File: src/rtl/axi_rom_rd_slave.sv
// axi_rom_rd_slave
//   AXI4 read-only slave in front of a synchronous ROM macro (boot ROM).
//   It handles FIXED/INCR/WRAP bursts with one outstanding transaction.
//   Each beat drives CS/OE/A and waits a configurable ROM latency.
//   Each beat then returns one R beat carrying OKAY, SLVERR or DECERR.
// Ports
//   ACLK, ARESETn                       clock, asynchronous active-low reset
//   ARID/ARADDR/ARLEN/ARSIZE/ARBURST    read address channel payload
//   ARVALID/ARREADY                     read address handshake
//   RID/RDATA/RRESP/RLAST               read data channel payload (registered)
//   RVALID/RREADY                       read data handshake
//   CS/OE/A/DO                          ROM macro interface
module axi_rom_rd_slave #(
  parameter int               ID_W    = 8,
  parameter int               ADDR_W  = 32,
  parameter int               DATA_W  = 32,
  parameter int               ROM_AW  = 12,
  parameter logic [ADDR_W-1:0] BASE   = 32'h0000_0000,
  parameter int               ROM_LAT = 1
) (
  input  logic              ACLK,
  input  logic              ARESETn,
  input  logic [ID_W-1:0]   ARID,
  input  logic [ADDR_W-1:0] ARADDR,
  input  logic [7:0]        ARLEN,
  input  logic [2:0]        ARSIZE,
  input  logic [1:0]        ARBURST,
  input  logic              ARVALID,
  output logic              ARREADY,
  output logic [ID_W-1:0]   RID,
  output logic [DATA_W-1:0] RDATA,
  output logic [1:0]        RRESP,
  output logic              RLAST,
  output logic              RVALID,
  input  logic              RREADY,
  output logic              CS,
  output logic              OE,
  output logic [ROM_AW-1:0] A,
  input  logic [DATA_W-1:0] DO
);

  localparam int BSH    = $clog2(DATA_W / 8);
  localparam int WIN_SH = ROM_AW + BSH;
  localparam logic [ADDR_W-1:0] ONE_A = {{(ADDR_W-1){1'b0}}, 1'b1};

  typedef enum logic [1:0] {S_INIT, S_IDLE, S_FETCH, S_RESP} state_t;

  // Beat address outside the ROM window; the offset wraps so addresses below BASE also miss.
  function automatic logic is_decerr(input logic [ADDR_W-1:0] addr);
    logic [ADDR_W-1:0] off;
    off = addr - BASE;
    return ((off >> WIN_SH) != {ADDR_W{1'b0}});
  endfunction

  function automatic logic [ROM_AW-1:0] word_addr(input logic [ADDR_W-1:0] addr);
    logic [ADDR_W-1:0] off;
    off = addr - BASE;
    return off[WIN_SH-1:BSH];
  endfunction

  // Whole-burst protocol errors, evaluated once at AR acceptance.
  function automatic logic burst_slverr(input logic [ADDR_W-1:0] addr, input logic [7:0] len,
                                        input logic [2:0] size, input logic [1:0] burst);
    logic              err;
    logic [ADDR_W-1:0] lane_mask;
    lane_mask = (ONE_A << size) - ONE_A;
    err = 1'b0;
    if (size > 3'(BSH)) err = 1'b1;
    if (burst == 2'b11) err = 1'b1;
    if (burst == 2'b10) begin
      if (!(len inside {8'd1, 8'd3, 8'd7, 8'd15})) err = 1'b1;
      if ((addr & lane_mask) != {ADDR_W{1'b0}}) err = 1'b1;
    end
    return err;
  endfunction

  function automatic logic [ADDR_W-1:0] next_addr(input logic [ADDR_W-1:0] addr, input logic [7:0] len,
                                                  input logic [2:0] size, input logic [1:0] burst);
    logic [ADDR_W-1:0] incr;
    logic [ADDR_W-1:0] wmask;
    logic [ADDR_W-1:0] res;
    incr  = ONE_A << size;
    wmask = ((({{(ADDR_W-8){1'b0}}, len}) + ONE_A) << size) - ONE_A;
    case (burst)
      2'b00:   res = addr;
      2'b01:   res = addr + incr;
      2'b10:   res = (addr & ~wmask) | ((addr + incr) & wmask);
      default: res = addr + incr;
    endcase
    return res;
  endfunction

  state_t              state_r, state_n;
  logic [2:0]          lat_r, lat_n;
  logic [7:0]          beat_r, beat_n;
  logic [ADDR_W-1:0]   addr_r, addr_n;
  logic [7:0]          len_r, len_n;
  logic [2:0]          size_r, size_n;
  logic [1:0]          burst_r, burst_n;
  logic                berr_r, berr_n;
  logic                arready_r, arready_n;
  logic [ID_W-1:0]     rid_r, rid_n;
  logic [DATA_W-1:0]   rdata_r, rdata_n;
  logic [1:0]          rresp_r, rresp_n;
  logic                rlast_r, rlast_n;
  logic                rvalid_r, rvalid_n;
  logic                cs_r, cs_n;
  logic [ROM_AW-1:0]   a_r, a_n;
  logic                acc_err_s;
  logic                beat_dec_s;
  logic [ADDR_W-1:0]   nxt_s;

  // Next-state and next-output logic for the burst sequencer.
  always_comb begin
    state_n   = state_r;
    lat_n     = lat_r;
    beat_n    = beat_r;
    addr_n    = addr_r;
    len_n     = len_r;
    size_n    = size_r;
    burst_n   = burst_r;
    berr_n    = berr_r;
    arready_n = arready_r;
    rid_n     = rid_r;
    rdata_n   = rdata_r;
    rresp_n   = rresp_r;
    rlast_n   = rlast_r;
    rvalid_n  = rvalid_r;
    cs_n      = cs_r;
    a_n       = a_r;
    acc_err_s  = burst_slverr(ARADDR, ARLEN, ARSIZE, ARBURST);
    beat_dec_s = is_decerr(addr_r);
    nxt_s      = next_addr(addr_r, len_r, size_r, burst_r);
    case (state_r)
      S_INIT: begin
        state_n = S_IDLE;
      end
      S_IDLE: begin
        if (ARVALID && arready_r) begin
          arready_n = 1'b0;
          rid_n     = ARID;
          addr_n    = ARADDR;
          len_n     = ARLEN;
          size_n    = ARSIZE;
          burst_n   = ARBURST;
          berr_n    = acc_err_s;
          beat_n    = 8'd0;
          lat_n     = 3'd0;
          a_n       = word_addr(ARADDR);
          cs_n      = !(is_decerr(ARADDR) || acc_err_s);
          state_n   = S_FETCH;
        end else begin
          arready_n = 1'b1;
        end
      end
      S_FETCH: begin
        // DO is sampled once the ROM has had ROM_LAT edges after A/CS were presented.
        if (lat_r == 3'(ROM_LAT)) begin
          cs_n     = 1'b0;
          rvalid_n = 1'b1;
          rlast_n  = (beat_r == len_r);
          if (beat_dec_s) begin
            rresp_n = 2'b11;
          end else if (berr_r) begin
            rresp_n = 2'b10;
          end else begin
            rresp_n = 2'b00;
          end
          if (beat_dec_s || berr_r) begin
            rdata_n = {DATA_W{1'b0}};
          end else begin
            rdata_n = DO;
          end
          state_n = S_RESP;
        end else begin
          lat_n = lat_r + 3'd1;
        end
      end
      S_RESP: begin
        if (RREADY) begin
          rvalid_n = 1'b0;
          if (rlast_r) begin
            arready_n = 1'b1;
            state_n   = S_IDLE;
          end else begin
            beat_n  = beat_r + 8'd1;
            addr_n  = nxt_s;
            a_n     = word_addr(nxt_s);
            cs_n    = !(is_decerr(nxt_s) || berr_r);
            lat_n   = 3'd0;
            state_n = S_FETCH;
          end
        end else begin
          state_n = S_RESP;
        end
      end
      default: begin
        state_n = S_INIT;
      end
    endcase
  end

  // State and registered-output flops; reset clears every output.
  always_ff @(posedge ACLK or negedge ARESETn) begin
    if (!ARESETn) begin
      state_r   <= S_INIT;
      lat_r     <= 3'd0;
      beat_r    <= 8'd0;
      addr_r    <= {ADDR_W{1'b0}};
      len_r     <= 8'd0;
      size_r    <= 3'd0;
      burst_r   <= 2'd0;
      berr_r    <= 1'b0;
      arready_r <= 1'b0;
      rid_r     <= {ID_W{1'b0}};
      rdata_r   <= {DATA_W{1'b0}};
      rresp_r   <= 2'b00;
      rlast_r   <= 1'b0;
      rvalid_r  <= 1'b0;
      cs_r      <= 1'b0;
      a_r       <= {ROM_AW{1'b0}};
    end else begin
      state_r   <= state_n;
      lat_r     <= lat_n;
      beat_r    <= beat_n;
      addr_r    <= addr_n;
      len_r     <= len_n;
      size_r    <= size_n;
      burst_r   <= burst_n;
      berr_r    <= berr_n;
      arready_r <= arready_n;
      rid_r     <= rid_n;
      rdata_r   <= rdata_n;
      rresp_r   <= rresp_n;
      rlast_r   <= rlast_n;
      rvalid_r  <= rvalid_n;
      cs_r      <= cs_n;
      a_r       <= a_n;
    end
  end

  assign ARREADY = arready_r;
  assign RID     = rid_r;
  assign RDATA   = rdata_r;
  assign RRESP   = rresp_r;
  assign RLAST   = rlast_r;
  assign RVALID  = rvalid_r;
  assign CS      = cs_r;
  assign OE      = cs_r;
  assign A       = a_r;

endmodule
File: config.mk
export PLATFORM = sky130hd
export DESIGN_NAME = axi_rom_rd_slave
export DESIGN_NICKNAME = d
export VERILOG_FILES = /design/src/rtl/axi_rom_rd_slave.sv
export SDC_FILE = /design/constraint.sdc
export NUM_CORES = 1
export LEC_CHECK = 0
export CAP_MARGIN = 0
export CORE_MARGIN = 3
export CORE_UTILIZATION = 25
export DETAILED_ROUTE_END_ITERATION = 6
export HOLD_SLACK_MARGIN = 0.15
export SETUP_SLACK_MARGIN = 0.5
export SKIP_LAST_GASP = 1
export SLEW_MARGIN = 30
export SYNTH_ARGS = -nofsm -noshare
export SYNTH_HDL_FRONTEND = slang
export SYNTH_SLANG_ARGS = --single-unit
export TNS_END_PERCENT = 50
File: constraint.sdc
create_clock -name ACLK -period 8.63 [get_ports ACLK]
set_input_delay 1.2945 -clock ACLK [delete_from_list [all_inputs] [get_ports ACLK]]
set_output_delay 1.2945 -clock ACLK [all_outputs]
set_load 0.05 [all_outputs]
==> metrics.sh <==
RUN_STATUS='completed'
GRT_ANTENNA_BEFORE_REPAIR=2
FINAL-HOLD-VIOLATION-COUNT=0
CATEGORY_OF_THE_WORST_SETUP_PATH_LAUNCH_POINT='flip-flop'
DOMINANTREGCELLSYNTH='sky130_fd_sc_hd__dfrtp_1'
CAP_VIOL_MAX_COUNT=0
DRT_ITER0_DRC=618
CRITPATHCAPTURETYPE='flip-flop'
NUM_ANTENNA_CELLS=0
REG2REG_DEPTH=18
ANTENNA_VIOLATING_NETS_POST_ROUTE=0
DIEWIDTH_UM=182
CTS_HOLD_REPAIR.BUFFERS=0
POWER.DENSITY_CELL_AREA_nW_PER_UM2=369
NETLIST.AREA_LEADER.SHARE_PCT=33.8
CTS_BUFFER_DEPTH=2
POST-PLACE-CELLS=1407
SYN_AVG_CELL_AREA_UM2=8.28
HTREE_NUM_LEVELS=3
HOLDPATHEND='RID[2]'
FINAL_CELL_MIX='sky130_fd_sc_hd__clkdlybuf4s50_1 (146), sky130_fd_sc_hd__nand2_1 (130), sky130_fd_sc_hd__dfrtp_1 (104), sky130_fd_sc_hd__nor2_1 (71), sky130_fd_sc_hd__a21oi_1 (71)'
TIMING.SLEW.HEADROOM_PCT=46.6
START_UTIL_PCT=25.8
AREA_INSIDE_THE_CORE_BOUNDARY_UM2=30100
GRT_FIRST_PASS_WIRELENGTH_MM=43.2
WORSTSKEWPAIRLATENCY_NS=0.37
CTS_RESIZED=0
SLEW_VIOLATIONS=0
TOTAL_GLOBAL_ROUTING_TRACK_UTILIZATION_PCT=16.0
RSZ0062_AT_GRT='no'
FIN_TOTAL_PWR_mW=3.59
EDFF_COUNT_SYNTH=0
IR_DROP_uV=153
GRT_MAX_DEGREE=59
CRIT_TYPE='reg -> reg'
CRIT_PATH_ARRIVAL_TIME_NS=4.83
DESIGN.DIE.AREA_UM2=33200
WORST_SLEW_PIN_TRAN_NS=0.800
POST_DRT_VIA_CELL_RATIO=5.38
R2R_END='CS'
WORSTREG2REGSTART='len_r[0]'
FP-ROW-COUNT=63
NON_FILLER_CELL_AREA_FINAL_UM2=9710
GRT_OVERFLOW=0
YS_TYPES=90
POST-ROUTE-PERIOD-UTIL_PCT=52.6
CLOCK_SKEW_NS=0.0185
SYN_TO_FINAL_GROWTH_PCT=25.1
WORST_SLACK_ON_HOLD_PATHS_NS=0.478
DIE_Y_UM=182
SETUP-VIOLATIONS-FINAL=0
SYN-NUM-NETS=1043
FILLCELLCOUNT=3198
CLOCK-SINKS=105
INSTANCES_NO_FILL=1423
POST-DP-HPWL_MM=19.8
TOTALNEGATIVESETUPSLACK_NS=0
ASYNCSETRESETFLOPFRACSYNTH_PCT=100
DRTPASS1ITERATIONS=5
SYNTH.CELL_AREA_UM2=7760
DPL_CELL_AREA_UM2=9420
SYNTH-SEQ-CELLS=105
MOST_COMMON_CELL_AFTER_LAYOUT_FILL_AND_TAPS_ASIDE='sky130_fd_sc_hd__clkdlybuf4s50_1'
CTS.REPORTEDPATHS.CLKPINSLEW_NS=0.08
GP_ROUTABILITY_CONGESTION=0.904
FLOORPLAN.IO_PINS=148
FINAL.MIN_CLOCK_PERIOD_NS=4.54
NUM_VIAS=7662
NUMBER_OF_GLOBAL_ROUTE_VIAS_BEFORE_REPAIR=7544
FF2FF_SETUP_SLACK_NS=4.09
ROUTE.DETAILED.WL_PER_INST_UM=18.9
SYNTH_AREA_LEADER_CELL='sky130_fd_sc_hd__dfrtp_1'
ACHIEVABLE-FREQUENCY_MHz=220
WORSTPATHMAXFANOUT=18
P_LEAK_nW=3.82
DRT_WL_TOTAL_MM=26.9
FINAL_LAYOUT_SIZE_SUFFIX_GT1_SHARE_PCT=6.39
SYNTH-SEQ-AREA-SHARE_PCT=33.8
DRT_DRC_VIOLATIONS_LEFT=0
YOSYS-TOP-CELLS-AREA='sky130_fd_sc_hd__dfrtp_1 (34%), sky130_fd_sc_hd__nand2_1 (6.3%), sky130_fd_sc_hd__a21oi_1 (4.6%), sky130_fd_sc_hd__a22o_1 (3.7%), sky130_fd_sc_hd__o21ai_0 (3.6%)'
WORST-ENDPOINT-REQUIRED_NS=8.92
HOLDPATHSTAGES=2
CLOCK_TREE_FROM_TRITONCTS='yes'
MIN_PATH_TYPE='reg -> reg'
SYNTH-WARNING-COUNT=0
NETLIST_INSTANCES=938
CTS_SETUP_BUFFERS=0
IO_BUFFER_COUNT=147
HOLD_PATH_STARTPOINT='RID[2]'
CTS_INSERTED_BUFFERS=9
FINISH.NET_COUNT=1134
CTS.ROOT.BUFFER_CELL='sky130_fd_sc_hd__clkbuf_16'
power by group:
group	leakage, nW	total [mW]	switching [mW]	internal (mW)
Combinational	2.36	2.20	1.38	0.821
Sequential	1.32	0.967	0.321	0.646
Clock	0.141	0.420	0.218	0.202
Total	3.82	3.59	1.92	1.67
metrics by stage:
stage | worst slack (ns) | utilization [%]
global placement | 4.26 | 31.3
global route | 3.59 | 32.3
floorplan | 4.99 | -
CTS | 4.11 | 32.2
finish | 4.09 | 32.3
detailed placement | 4.12 | 31.3
worst max path at each step:
| stage | cells past startpoint | end | startpoint | slack (ns) |
|---|---|---|---|---|
| finish | 18 | CS | len_r[0] | 4.09 |
| global placement | 18 | CS | len_r[0] | 4.26 |
| floorplan | 14 | CS | size_r[2] | 4.99 |
| global route | 18 | CS | len_r[0] | 3.59 |
| CTS | 18 | CS | len_r[0] | 4.11 |
| detailed placement | 18 | CS | len_r[0] | 4.12 |
layer usage:
layer,global-route usage [%],vias to the layer above,routed length (µm)
met5,0,-,23
met4,3.47,4,381
met3,4.05,34,1950
met2,25.3,283,12300
met1,22.1,3714,12200
li1,-,3627,-
layout make-up:
| type | count | area (µm²) | area share [%] |
|---|---|---|---|
| clock buffer | 9 | 225 | 2.32 |
| clock inverter | 6 | 62.6 | 0.644 |
| inverter | 25 | 93.8 | 0.966 |
| multi-input combinational | 727 | 4640 | 47.8 |
| sequential | 105 | 2630 | 27.1 |
| tap | 390 | 488 | 5.02 |
| timing repair buffer | 161 | 1570 | 16.2 |
worst max-delay path, cell delays in order, from the launching register on:
cell	delay [ns]
sky130_fd_sc_hd__dfrtp_1	0.68
sky130_fd_sc_hd__ha_1	0.54
sky130_fd_sc_hd__nand3_1	0.26
sky130_fd_sc_hd__nor3_1	0.26
sky130_fd_sc_hd__nor2_1	0.10
sky130_fd_sc_hd__a221oi_1	0.38
sky130_fd_sc_hd__o21ai_1	0.28
sky130_fd_sc_hd__nand4_1	0.20
sky130_fd_sc_hd__nor2_1	0.07
sky130_fd_sc_hd__ha_1	0.28
sky130_fd_sc_hd__nor2b_1	0.10
sky130_fd_sc_hd__o211ai_1	0.08
sky130_fd_sc_hd__nor4_1	0.29
sky130_fd_sc_hd__xor2_1	0.14
sky130_fd_sc_hd__nor2_1	0.14
sky130_fd_sc_hd__nand4_1	0.14
sky130_fd_sc_hd__a2111oi_4	0.20
sky130_fd_sc_hd__o2111ai_1	0.14
sky130_fd_sc_hd__o21ai_1	0.15
state kept, by name, indices dropped and copies added (netlist names), 2 cells and up:
register / flops
RDATA: 32
addr_r: 32
RID: 8
beat_r: 8
len_r: 8
lat_r: 3
size_r: 3
RRESP: 2
burst_r: 2
state_r: 2
cell usage after synthesis (6+ instances only):
cell type                    n
sky130_fd_sc_hd__nand2_1   130
sky130_fd_sc_hd__dfrtp_1   105
sky130_fd_sc_hd__nor2_1     72
sky130_fd_sc_hd__a21oi_1    71
sky130_fd_sc_hd__o21ai_0    56
sky130_fd_sc_hd__clkbuf_1   49
sky130_fd_sc_hd__a22o_1     33
sky130_fd_sc_hd__nand3_1    26
sky130_fd_sc_hd__inv_1      24
sky130_fd_sc_hd__nand4_1    23
sky130_fd_sc_hd__xnor2_1    23
sky130_fd_sc_hd__nor3_1     19
sky130_fd_sc_hd__buf_4      17
sky130_fd_sc_hd__nor4_1     16
sky130_fd_sc_hd__ha_1       15
sky130_fd_sc_hd__or3_1      14
sky130_fd_sc_hd__and3_1     12
sky130_fd_sc_hd__a31oi_1    10
sky130_fd_sc_hd__mux2i_1    10
sky130_fd_sc_hd__o21a_1     10
sky130_fd_sc_hd__a211oi_1    9
sky130_fd_sc_hd__xor2_1      8
sky130_fd_sc_hd__and2_1      7
sky130_fd_sc_hd__nand2b_1    7
sky130_fd_sc_hd__nor2b_1     7
sky130_fd_sc_hd__a21o_1      6
sky130_fd_sc_hd__a22oi_1     6
sky130_fd_sc_hd__and4_1      6
sky130_fd_sc_hd__buf_2       6
sky130_fd_sc_hd__o22ai_1     6
kinds of logic (layout without fill, tap and decap cells):
group                      count (synthesis)  after routing  share of synthesized area, %
AOI/OAI and AO/OA                        295            295                          27.3
xor gates and xnor gates                  33             33                          3.92
adders and majority gates                 16             16                          2.67
buffers and inverters                    106            201                          6.53
DFF                                      105            105                          33.8
muxes                                     14             14                          1.87
and+or+nand+nor                          369            369                          23.9
Note: power is estimated with default switching activity, not from simulation.
